--- src/rtl/regfile_wb_arbiter_if.sv ---
`default_nettype none
// ============================================================================
// Module      : regfile_wb_arbiter_if
// Description : Writeback sources, issue tracking and register-file write bus
// Revision    : 1.0 - initial release
// ============================================================================
interface regfile_wb_arbiter_if;
  logic        a_valid;
  logic [4:0]  a_addr;
  logic [31:0] a_data;
  logic        b_valid;
  logic        b_ready;
  logic [4:0]  b_addr;
  logic [31:0] b_data;
  logic        iss_valid;
  logic [4:0]  iss_addr;
  logic        rf_wr;
  logic [4:0]  rf_addr;
  logic [31:0] rf_data;
  logic [31:0] busy;
  logic        stall_wb;

  modport master (
    output a_valid, a_addr, a_data, b_valid, b_addr, b_data, iss_valid, iss_addr,
    input  b_ready, rf_wr, rf_addr, rf_data, busy, stall_wb
  );

  modport slave (
    input  a_valid, a_addr, a_data, b_valid, b_addr, b_data, iss_valid, iss_addr,
    output b_ready, rf_wr, rf_addr, rf_data, busy, stall_wb
  );
endinterface
`default_nettype wire

--- src/rtl/regfile_wb_arbiter.sv ---
`default_nettype none
// ============================================================================
// Module      : regfile_wb_arbiter
// Description : Shares one register-file write port between pipeline WB (A)
//               and a FIFO-buffered long-latency result stream (B).
// Revision    : 1.0 - initial release
// ============================================================================
module regfile_wb_arbiter #(
  parameter int DEPTH    = 2,
  parameter int MAX_WAIT = 4
) (
  input  wire logic               clk,
  input  wire logic               rst,
  regfile_wb_arbiter_if.slave     bus
);

  localparam int c_ptr_w  = $clog2(DEPTH);
  localparam int c_cnt_w  = $clog2(DEPTH + 1);
  localparam int c_wait_w = $clog2(MAX_WAIT + 1);
  localparam logic [c_cnt_w-1:0]  c_depth    = c_cnt_w'(DEPTH);
  localparam logic [c_wait_w-1:0] c_max_wait = c_wait_w'(MAX_WAIT);

  logic [4:0]          fifo_addr_q [DEPTH];
  logic [31:0]         fifo_data_q [DEPTH];
  logic [c_ptr_w-1:0]  rd_ptr_q, wr_ptr_q;
  logic [c_cnt_w-1:0]  count_q, count_d;
  logic [31:0]         busy_q, busy_d;
  logic [c_wait_w-1:0] wait_q, wait_d;
  logic                stall_q, stall_d;

  logic        w_empty, w_a_win, w_pop, w_push, w_b_commit, w_b_ready;
  logic [4:0]  w_head_addr;
  logic [31:0] w_head_data;

  assign w_head_addr = fifo_addr_q[rd_ptr_q];
  assign w_head_data = fifo_data_q[rd_ptr_q];

  always_comb begin
    w_empty     = (count_q == '0);
    w_a_win     = bus.a_valid && (bus.a_addr != 5'd0) && !rst;
    w_pop       = !w_a_win && !w_empty && !rst;
    // Heads addressed to x0 still pop, they just never reach the register file.
    w_b_commit  = w_pop && (w_head_addr != 5'd0);
    w_b_ready   = (count_q < c_depth) && !rst;
    w_push      = bus.b_valid && w_b_ready;

    bus.rf_wr   = 1'b0;
    bus.rf_addr = 5'd0;
    bus.rf_data = 32'd0;
    if (w_a_win) begin
      bus.rf_wr   = 1'b1;
      bus.rf_addr = bus.a_addr;
      bus.rf_data = bus.a_data;
    end else if (w_b_commit) begin
      bus.rf_wr   = 1'b1;
      bus.rf_addr = w_head_addr;
      bus.rf_data = w_head_data;
    end
    bus.b_ready  = w_b_ready;
    bus.busy     = busy_q;
    bus.stall_wb = stall_q;
  end

  always_comb begin
    count_d = count_q;
    case ({w_push, w_pop})
      2'b10:   count_d = count_q + 1'b1;
      2'b01:   count_d = count_q - 1'b1;
      default: count_d = count_q;
    endcase

    // Clear first so a same-cycle issue to the same register wins.
    busy_d = busy_q;
    if (w_b_commit) begin
      busy_d[w_head_addr] = 1'b0;
    end
    if (bus.iss_valid) begin
      busy_d[bus.iss_addr] = 1'b1;
    end
    busy_d[0] = 1'b0;

    wait_d = wait_q;
    if (w_empty || w_pop) begin
      wait_d = '0;
    end else if (wait_q < c_max_wait) begin
      wait_d = wait_q + 1'b1;
    end
    stall_d = (wait_d >= c_max_wait);
  end

  always_ff @(posedge clk) begin
    if (rst) begin
      rd_ptr_q <= '0;
      wr_ptr_q <= '0;
      count_q  <= '0;
      busy_q   <= '0;
      wait_q   <= '0;
      stall_q  <= 1'b0;
    end else begin
      if (w_push) begin
        fifo_addr_q[wr_ptr_q] <= bus.b_addr;
        fifo_data_q[wr_ptr_q] <= bus.b_data;
        wr_ptr_q              <= wr_ptr_q + 1'b1;
      end
      if (w_pop) begin
        rd_ptr_q <= rd_ptr_q + 1'b1;
      end
      count_q <= count_d;
      busy_q  <= busy_d;
      wait_q  <= wait_d;
      stall_q <= stall_d;
    end
  end

endmodule
`default_nettype wire

--- src/flat_wrapper.sv ---
// flat-port wrapper written by rule: the top's interface ports become plain ports
module regfile_wb_arbiter_flat 
#(
  parameter int DEPTH    = 2,
  parameter int MAX_WAIT = 4
)
  (clk, rst, bus_a_valid, bus_a_addr, bus_a_data, bus_b_valid, bus_b_addr, bus_b_data, bus_iss_valid, bus_iss_addr, bus_b_ready, bus_rf_wr, bus_rf_addr, bus_rf_data, bus_busy, bus_stall_wb);
  regfile_wb_arbiter_if bus_i ();
  input  wire logic clk;
  input  wire logic rst;
  input wire logic [$bits(bus_i.a_valid)-1:0] bus_a_valid;
  input wire logic [$bits(bus_i.a_addr)-1:0] bus_a_addr;
  input wire logic [$bits(bus_i.a_data)-1:0] bus_a_data;
  input wire logic [$bits(bus_i.b_valid)-1:0] bus_b_valid;
  input wire logic [$bits(bus_i.b_addr)-1:0] bus_b_addr;
  input wire logic [$bits(bus_i.b_data)-1:0] bus_b_data;
  input wire logic [$bits(bus_i.iss_valid)-1:0] bus_iss_valid;
  input wire logic [$bits(bus_i.iss_addr)-1:0] bus_iss_addr;
  output wire logic [$bits(bus_i.b_ready)-1:0] bus_b_ready;
  output wire logic [$bits(bus_i.rf_wr)-1:0] bus_rf_wr;
  output wire logic [$bits(bus_i.rf_addr)-1:0] bus_rf_addr;
  output wire logic [$bits(bus_i.rf_data)-1:0] bus_rf_data;
  output wire logic [$bits(bus_i.busy)-1:0] bus_busy;
  output wire logic [$bits(bus_i.stall_wb)-1:0] bus_stall_wb;
  assign bus_i.a_valid = bus_a_valid;
  assign bus_i.a_addr = bus_a_addr;
  assign bus_i.a_data = bus_a_data;
  assign bus_i.b_valid = bus_b_valid;
  assign bus_i.b_addr = bus_b_addr;
  assign bus_i.b_data = bus_b_data;
  assign bus_i.iss_valid = bus_iss_valid;
  assign bus_i.iss_addr = bus_iss_addr;
  assign bus_b_ready = bus_i.b_ready;
  assign bus_rf_wr = bus_i.rf_wr;
  assign bus_rf_addr = bus_i.rf_addr;
  assign bus_rf_data = bus_i.rf_data;
  assign bus_busy = bus_i.busy;
  assign bus_stall_wb = bus_i.stall_wb;
  regfile_wb_arbiter #(.DEPTH(DEPTH), .MAX_WAIT(MAX_WAIT)) u_core (.clk(clk), .rst(rst), .bus(bus_i));
endmodule
--- config.mk ---
export PLATFORM = sky130hd
export DESIGN_NAME = regfile_wb_arbiter_flat
export DESIGN_NICKNAME = d
export VERILOG_FILES = /design/src/rtl/regfile_wb_arbiter_if.sv /design/src/rtl/regfile_wb_arbiter.sv /design/src/flat_wrapper.sv
export SDC_FILE = /design/constraint.sdc
export NUM_CORES = 1
export LEC_CHECK = 0
export CAP_MARGIN = 20
export CORE_UTILIZATION = 47
export DETAILED_ROUTE_END_ITERATION = 16
export PLACE_DENSITY_LB_ADDON = 0.05
export SLEW_MARGIN = 5
export SYNTH_ARGS = -nofsm -noshare
export SYNTH_HDL_FRONTEND = slang
export SYNTH_SLANG_ARGS = --single-unit
export TNS_END_PERCENT = 5
--- constraint.sdc ---
create_clock -name clk -period 2.9 [get_ports clk]
set_input_delay 0.29 -clock clk [delete_from_list [all_inputs] [get_ports clk]]
set_output_delay 0.29 -clock clk [all_outputs]
set_load 0.01 [all_outputs]
# Word-level counts from Yosys, hierarchy flattened

Memories as Yosys holds them, arrays and structs flattened. A register that Yosys moved wholly into a read port is not among the register bits.
Cells that the tools add are included.

Word-level logic and storage cells: 65
Memories: 2
Register bits: 40
Output and inout port bits: 72
Input bits: 84
RAM bits: 74

Memory list:

| memory             | depth | bits a word | read ports | clocked after Yosys merged registers in | wr ports | RTL line                 | text |
|---|---|---|---|---|---|---|---|
| u_core.fifo_data_q | 2     | 32          | 1          | 1                                       | 1        | regfile_wb_arbiter.sv:24 | `logic [31:0] fifo_data_q [DEPTH];` |
| u_core.fifo_addr_q | 2     | 5           | 1          | 1                                       | 1        | regfile_wb_arbiter.sv:23 | `logic [4:0] fifo_addr_q [DEPTH];` |

Bitwise operators: 3
Add/sub/neg operators: 5
Reductions and logical operators: 17
Order comparisons: 7
Multiplexer cells: 22
Equal/unequal tests: 2

Operators by type and width:

| kind                | count |
|---|---|
| $mux 32             | 4 |
| $and 32x32->32      | 1 |
| $not 32->32         | 1 |
| $or 32x32->32       | 1 |
| $lt 5x6->1 const B  | 2 |
| $mux 1              | 11 |
| $demux 1 s5         | 2 |
| $ge 5x1->1 const B  | 2 |
| $mux 5              | 2 |
| $reduce_bool 5->1   | 2 |
| $logic_and 1x1->1   | 9 |
| $mux 3              | 2 |
| $pmux 2 s2          | 1 |
| $add 3x1->3 const B | 1 |
| $ge 3x3->1 const B  | 1 |
| $logic_not 1->1     | 3 |
| $lt 3x3->1 const B  | 1 |
| $add 1x1->1 const B | 2 |
| $add 2x1->2 const B | 1 |
| $eq 2x1->1 const B  | 1 |
| $eq 2x2->1 const B  | 1 |
| $logic_not 2->1     | 1 |
| $lt 2x2->1 const B  | 1 |
| $reduce_bool 2->1   | 1 |
| other kinds (2)     | 2 |

# Logic depth before layout (Yosys ltp)

Depth in word-level cells: 10
Mapped depth: 8
Depth with buffers taken out: 7

# Least setup slack after synthesis

Ideal clock, no wire load.

Path type: input to register
From: input rst
To: memory u_core.fifo_addr_q[0][0], enable pin
Library setup time: 0.431 ns
Arrival time: 2.420 ns
Buffers on the path: 1
Required time: 2.469 ns
Path slack: 0.048 ns
Stages on the path: 4
Cell sequence: clkbuf_1 > nor2_1 > nand2_1 > nor2_1

Word-level cells in the longest chain between the ends: 6

RTL lines:

| element                      | RTL line                  | text |
|---|---|---|
| from (decl)                  | flat_wrapper.sv:10        | `input wire logic rst;` |
| $logic_not 1->1              | regfile_wb_arbiter.sv:44  | `w_b_ready = (count_q < c_depth) && !rst;` |
| $logic_and 1x1->1            | regfile_wb_arbiter.sv:44  |  |
| net bus_b_ready              | flat_wrapper.sv:19        | `output wire logic [$bits(bus_i.b_ready)-1:0] bus_b_ready;` |
| $logic_and 1x1->1            | regfile_wb_arbiter.sv:45  | `w_push = bus.b_valid && w_b_ready;` |
| $mux 1                       | regfile_wb_arbiter.sv:100 | `if (w_push) begin` |
| $mux 1                       | regfile_wb_arbiter.sv:92  | `if (rst) begin` |
| $mux 1 (not written as such) | regfile_wb_arbiter.sv:101 | `fifo_addr_q[wr_ptr_q] <= bus.b_addr;` |
| to (decl)                    | regfile_wb_arbiter.sv:23  |  |

The timed path passes the listed nets, and every way through them passes these cells.

# Worst setup path in the final report

From: input bus_a_addr[3]
To: output bus_rf_addr[0]

Word-level cells in the longest chain between the ends: 9

RTL lines:

| element                            | RTL line                 | text |
|---|---|---|
| from (decl)                        | flat_wrapper.sv:12       | `input wire logic [$bits(bus_i.a_addr)-1:0] bus_a_addr;` |
| $reduce_bool 5->1 (*)              | regfile_wb_arbiter.sv:40 | `w_a_win = bus.a_valid && (bus.a_addr != 5'd0) && !rst;` |
| $logic_and 1x1->1 (*) (2 in a row) | regfile_wb_arbiter.sv:40 |  |
| $logic_not 1->1                    | regfile_wb_arbiter.sv:41 | `w_pop = !w_a_win && !w_empty && !rst;` |
| $logic_and 1x1->1 (2 in a row)     | regfile_wb_arbiter.sv:41 |  |
| $logic_and 1x1->1                  | regfile_wb_arbiter.sv:43 | `w_b_commit = w_pop && (w_head_addr != 5'd0);` |
| $mux 5                             | regfile_wb_arbiter.sv:54 | `end else if (w_b_commit) begin` |
| $mux 5 (*)                         | regfile_wb_arbiter.sv:50 | `if (w_a_win) begin` |
| to (decl)                          | flat_wrapper.sv:21       | `output wire logic [$bits(bus_i.rf_addr)-1:0] bus_rf_addr;` |

Mark *: on every way between the ends. The rest lies on a longest branch, timed or not.

==> impl_metrics.toml <==
[clocking]
cts_buffers = 17
insertion_delay_ns = 0.49
cts_sinks = 113
cts_setup_buffers = 0
h-tree-depth = 4
cts_buffer_depth = 2
ctsRootBufferMaster = "clkbuf_8"
cts.clk_slew.worst_paths_ns = 0.05
tritoncts = "done"

[final_layout]
final_cell_count_no_fill = 732
layout_commonest_cell = "clkdlybuf4s50_1"
nets = 669
fin_util_pct = 70.98
diodes = 0
drive_above_1_share_pct = 13.59
mostFrequentLayoutCells = "clkdlybuf4s50_1 (118), edfxtp_1 (74), nand2_1 (56)"
fill_cells = 791
area_growth_pct = 46.67

[global_routing]
grt_usage_pct = 22.94
grt_overflow = 0
grt_pass1_wl_mm = 19.51
antenna_found_initial = 0
grt_max_degree = 38
grt_pass1_vias = 4017

[critical_path]
reg2reg_depth = 7
reg2reg_to = "u_core.count_q[1]$_SDFFE_PP0P_"
criticalPathCategory = "input pin to output port"
cp.arrival_ns = 2.50
endpoint = "bus_rf_addr[0]"
rrSetupSlack_ns = 0.78
cp_max_fo = 22
start_kind = "input pin"
crit_start = "bus_a_addr[3]"
end_kind = "output port"
worstPathRequired_ns = 2.61
reg2reg_from = "u_core.count_q[0]$_SDFFE_PP0P_"

[power]
power.leakage_nw = 2.646
cellPowerDensity_nw_per_um2 = 592.2
power_mw = 4.320
max-vdd-ir-drop_mv = 0.3985

[timing]
drv_slew = 0
grt_setup_unrepaired = "false"
tightest_slew_ns = 0.8346
fin_hold_ws_ns = 0.3780
tns_ns = 0
hold_violations = 0
finalCriticalPeriod_ns = 2.790
finClkSkew_ns = 0.008642
max-slew-margin-rel_pct = 44.15
finalSetupViolCount = 0
min_period_over_period_pct = 96.21
fmax_mhz = 358.4

[detailed_routing]
via_per_inst = 5.463
drc_errors = 0
drt-total-wl_mm = 12.46
ant_nets = 0
drt-initial-drc-count = 254
drtPass1Iterations = 5
wl_per_cell_um = 17.02
num_vias = 3999

[floorplanning]
num_io_pins = 156
die_h_um = 104.9
core_um2 = 10280
initial_utilization_pct = 48.39
die_x_um = 104.9
num_rows = 37
die-area_um2 = 11000

[logic_synthesis]
yosysUniqueCellTypes = 44
mappedNetlistArea_um2 = 4974
syn_inst = 418
seq_area_frac_synth_pct = 60.38
yosys_register_bits = 113
yosysWarnings = 0
synth_nets = 504
synth.avg_cell_area_um2 = 11.90

[placed_design]
port_buffers = 154
place_congestion = 0.8418
hpwlAfterDp_mm = 8.388
place_inst = 700

[run_status]
status = "complete, no violations"

[min_path]
hp-class = "input pin to register"

[job]
drv_cap = 0
==> Yosys cell counts (all sizes together) <==
library cell,count,area share (%)
o31ai,6,0.91
nor4b,1,0.18
o21bai,1,0.23
inv,4,0.30
o21ai,41,5.6
buf,12,1.7
xnor2,1,0.18
ha,2,0.50
nand2,56,4.2
a2111o,1,0.23
o41ai,26,4.6
o21a,1,0.15
and3,1,0.13
a32oi,2,0.35
a21oi,34,3.4
and3b,3,0.53
or3,4,0.60
nand3,4,0.40
clkbuf,15,1.1
nand2b,9,1.1
nor2,10,0.75
mux2,3,0.68
nor3,6,0.60
mux2i,36,7.2
nor3b,5,0.75
nor2b,2,0.25
o31a,1,0.18
nand4,3,0.38
edfxtp,74,45
conb,1,0.075
nand3b,3,0.45
xor2,3,0.53
a2bb2oi,1,0.18
o21ba,1,0.20
dfxtp,39,16
o32a,1,0.20
or2,4,0.50
nor4,1,0.13
==> flip-flops by register name, summed over array words and instances, names as in the netlist, named ones only <==
| name | cells |
|---|---|
| u_core.fifo_data_q | 64 |
| u_core.bus.busy | 31 |
| u_core.fifo_addr_q | 10 |
| u_core.count_q | 2 |
| u_core.wait_q | 2 |
| u_core.bus.stall_wb | 1 |
| u_core.rd_ptr_q | 1 |
| u_core.wr_ptr_q | 1 |
==> timing repair <==
action | 4_1_cts | 5_1_grt
setup endpoints to repair | 31 | 7
gates resized for setup | 31 | 11
hold buffers | 0 | 0
==> where the power goes <==
group	switching [mW]	internal (mW)
clock	0.678	1.32
sequential	0.0314	1.78
combinational	0.258	0.252
total	0.967	3.35
==> area by class of cell <==
| type | instances | area [µm²] | area share, % |
|---|---|---|---|
| clock buffers | 21 | 439.2 | 6.021 |
| well taps | 136 | 170.2 | 2.333 |
| multi-input cells | 274 | 1832 | 25.11 |
| repair buffers | 173 | 1694 | 23.22 |
| clock inverters | 11 | 137.6 | 1.887 |
| flip-flops and latches | 113 | 3007 | 41.22 |
| inverters | 4 | 15.01 | 0.2058 |
==> worst min path at each step <==
stage	from	end	depth (start not counted)
detailed placement	u_core.bus.busy[23]$_SDFF_PP0_	u_core.bus.busy[23]$_SDFF_PP0_	2
floorplan	bus_b_addr[0]	u_core.fifo_addr_q[0][0]$_DFFE_PP_	0
CTS	bus_b_data[28]	u_core.fifo_data_q[1][28]$_DFFE_PP_	1
global placement	u_core.rd_ptr_q$_SDFFE_PP0P_	register	1
finish	bus_b_data[28]	u_core.fifo_data_q[0][28]$_DFFE_PP_	1
global route	bus_b_data[31]	u_core.fifo_data_q[0][31]$_DFFE_PP_	1
==> through the flow <==
stage | setup WS, ns | cell area, µm²
6_report | 0.1099 | 7295
5_1_grt | 0.01186 | 7295
4_1_cts | -0.002798 | 7273
3_5_place_dp | -0.1325 | 6730
3_3_place_gp | -0.06313 | 6730
2_1_floorplan | 0.04840 | 4974
==> logic make-up after synthesis <==
logic type,count (synthesis),synth area share (%)
buffers and inverters,31,3.144
other,1,0.07540
multiplexers,39,7.925
adder cells (fa/ha/maj),2,0.5031
AND/OR/NAND/NOR,112,11.02
AO/OA/AOI/OAI,116,16.25
XOR/XNOR,4,0.7045
flip-flops,113,60.38
==> metal layers <==
metal	vias to the layer above	part of all wire, %	global-route usage [%]
li1	1915	-	-
met1	1915	40	26.52
met2	154	52	40.82
met3	15	6.5	6.051
met4	0	1.3	8.149
met5	-	0	0
==> critical path, stage by stage <==
cell and delay [ns]:
clkdlybuf4s50_1 0.43, or3_4 0.40, a2111o_1 0.44, buf_4 0.23
o21ai_1 0.16, clkdlybuf4s50_1 0.55
Note: power is estimated with default switching activity, not from simulation.
==> patch: new RTL, same flow settings <==
`MAX_WAIT` is set to 4 in 2 places; all go to 2.
--- a/src/rtl/regfile_wb_arbiter.sv
+++ b/src/rtl/regfile_wb_arbiter.sv
@@ -8,5 +8,5 @@
 module regfile_wb_arbiter #(
   parameter int DEPTH    = 2,
-  parameter int MAX_WAIT = 4
+  parameter int MAX_WAIT = 2
 ) (
   input  wire logic               clk,
--- a/src/flat_wrapper.sv
+++ b/src/flat_wrapper.sv
@@ -3,5 +3,5 @@
 #(
   parameter int DEPTH    = 2,
-  parameter int MAX_WAIT = 4
+  parameter int MAX_WAIT = 2
 )
   (clk, rst, bus_a_valid, bus_a_addr, bus_a_data, bus_b_valid, bus_b_addr, bus_b_data, bus_iss_valid, bus_iss_addr, bus_b_ready, bus_rf_wr, bus_rf_addr, bus_rf_data, bus_busy, bus_stall_wb);
Check against the original RTL: not equivalent (Yosys sat finds a counterexample within 4 cycles, from zero or initial values and one cycle with rst high).
==> patch against the original RTL <==
  * Worst setup slack improved by 0.0074 ns
  * Sequential share of layout area is 2.8 points higher
  * Hold slack better by 0.098 ns
  * Combinational power up 13%
  * Power shrank 24%
  * Area after synthesis is 3.2% lower
  * Fmax is 0.27% higher
  * Wire length is 7.3% lower
  * Sequential cell count down 1
  * Design area down 7.2%
==> patch: results (changes against the original RTL) <==
Hold path
  • Min-delay worst type: flop to flop

GRT
  • Largest net degree at the start of global routing: 40 (+5.3%)
  • Initial antenna violation count: 0 (unchanged)
  • Vias in the first global route: 3627 (-9.7%)
  • First-pass GRT wire length: 17.4 mm (-11%)
  • Total GRT Usage: 0.216 (-0.0135)

CTS
  • Clk Latency, worst-skew pair: 0.36 ns (-0.13 ns)
  • Clock buffer count from CTS: 9 (-8)
  • H-tree Lvls: 3 (-1)
  • Max Buffers Root-to-Sink: 2 (unchanged)
  • Worst-path clk slew: 0.09 ns (+0.04 ns)
  • Root buf cell: clkbuf_8

Final layout
  • Largest register by flop count: u_core.fifo_data_q
  • Layout cell share with drive strength beyond 1: 0.0603 (-0.0756)
  • Max reg flops: 64 (unchanged)
  • Final net count: 661 (-1.2%)
  • ANT cells: 0 (unchanged)

Detailed routing
  • DRT Wirelength: 11.6 mm (-7.3%)
  • Vias after detailed routing: 3840 (-4.0%)
  • DRT iter0 DRCs: 155 (-39%)
  • Drt first pass iters: 4 (-1)

Setup path
  • Worst-path fanout max: 3 (-86%)
  • Crit path DAT: 2.49 ns (about the same)

Placed design
  • GP Congestion: 0.802 (-4.7%)
  • Dpl hpwl: 8.22 mm (-2.0%)
  • I/O Buffers: 154 (unchanged)

Yosys
  • FFs w/ async S/R, synth: 0 (unchanged)
  • Post-Syn Nets: 507 (+0.60%)
  • Top cells by count, synth: edfxtp_1, nand2_1, dfxtp_1
  • Top post-synthesis cells by area: edfxtp_1, dfxtp_1, mux2i_1
  • EDFF count, synth: 74 (unchanged)
  • Sequential share of the synthesized area: 0.620 (+0.0161)
  • Yosys warns: 0 (unchanged)
  • Library cells used by synthesis: 38 (-14%)
  • Ys flop type: edfxtp_1

Job
  • Max-Cap Viols: 0 (unchanged)

Outcome
  • Status: finished, final reports clean

Pwr
  • Leakage power: 2.47 nW (-6.6%)
  • VDD IR max: 271 uV (-32%)

STA
  • Clock skew: 0.0132 ns (+0.00455 ns)
  • Slew @ Worst Pin: 1.03 ns (+0.198 ns)
[patch: cell types whose count changed in the layout (fill, tap and decap cells not counted), sizes merged, moves of 4 or more]
| cell | delta |
|---|---|
| o41ai | -14 |
| buf | -4 |
| dlygate4sd2 | -8 |
| clkbuf | -10 |
| nand3 | -4 |
| nand2b | -8 |
| a311oi | +4 |
| dlymetal6s2s | +5 |
| nand2 | +18 |
| o31ai | +9 |
| nor2 | +6 |
[patch: through the flow]
step           cell area (sq um)  setup slack [ns]  cells  hold WS, ns  utilization
2_1_floorplan               4810            0.0786    421        0.389            -
6_report                    6770             0.117    713        0.476        0.687
5_1_grt                     6770           -0.0228    713        0.475        0.687
3_3_place_gp                6570            0.0158    697        0.442        0.666
4_1_cts                     6740           0.00262    713        0.475        0.683
3_5_place_dp                6570            -0.110    697        0.464        0.666
[patch: where the power goes]
group	switching [mW]	leakage (nW)	total, mW	internal (mW)
logic	0.291	1.39	0.575	0.284
clock network	0.509	0.0981	0.918	0.409
registers	0.0333	0.987	1.80	1.77
[patch: final cells by class]
cell class	count	area [sq um]
Multi-Input combinational cell	277	1680
Tap cell	133	166
Clock inverter	5	65.1
Clock buffer	11	131
Inverter	6	22.5
Fill cell	722	3090
Sequential cell	112	2980
Timing Repair Buffer	169	1720
[patch: kinds of logic after synthesis]
family                     synth area share
xor gates and xnor gates            0.00546
buffers and inverters                0.0333
AOI/OAI and AO/OA                     0.156
DFF                                   0.620
adders and majority gates           0.00520
and+or+nand+nor                       0.107
muxes                                0.0728
other                              0.000779
[patch: timing repair]
action	CTS	global route
gates cloned	0	0
setup endpoints to repair	27	15
setup buffers	0	0
resized for setup	23	12
hold buffers	0	0
[patch: final timing paths]
check	from	end	slack, ns	depth (start not counted)
hold reg to reg	u_core.bus.busy[13]$_SDFF_PP0_	u_core.bus.busy[13]$_SDFF_PP0_	0.48	2
hold / removal	u_core.bus.busy[13]$_SDFF_PP0_	u_core.bus.busy[13]$_SDFF_PP0_	0.48	2
setup / recovery	bus_a_addr[4]	bus_rf_addr[3]	0.12	6
setup reg to reg	u_core.count_q[0]$_SDFFE_PP0P_	u_core.count_q[1]$_SDFFE_PP0P_	0.77	7
[patch: worst max-delay path, delay by kind of cell]
| kind | cells | cell delay (ns) |
|---|---|---|
| AOI/OAI and AO/OA | 3 | 0.83 |
| buffers and inverters | 2 | 0.98 |
| and+or+nand+nor | 1 | 0.40 |
[patch: layer usage]
layer / global-route usage / share of wire
met3: 0.0437 / 0.065
met4: 0.0921 / 0.016
met5: 0 / 0
met2: 0.350 / 0.49
met1: 0.283 / 0.43
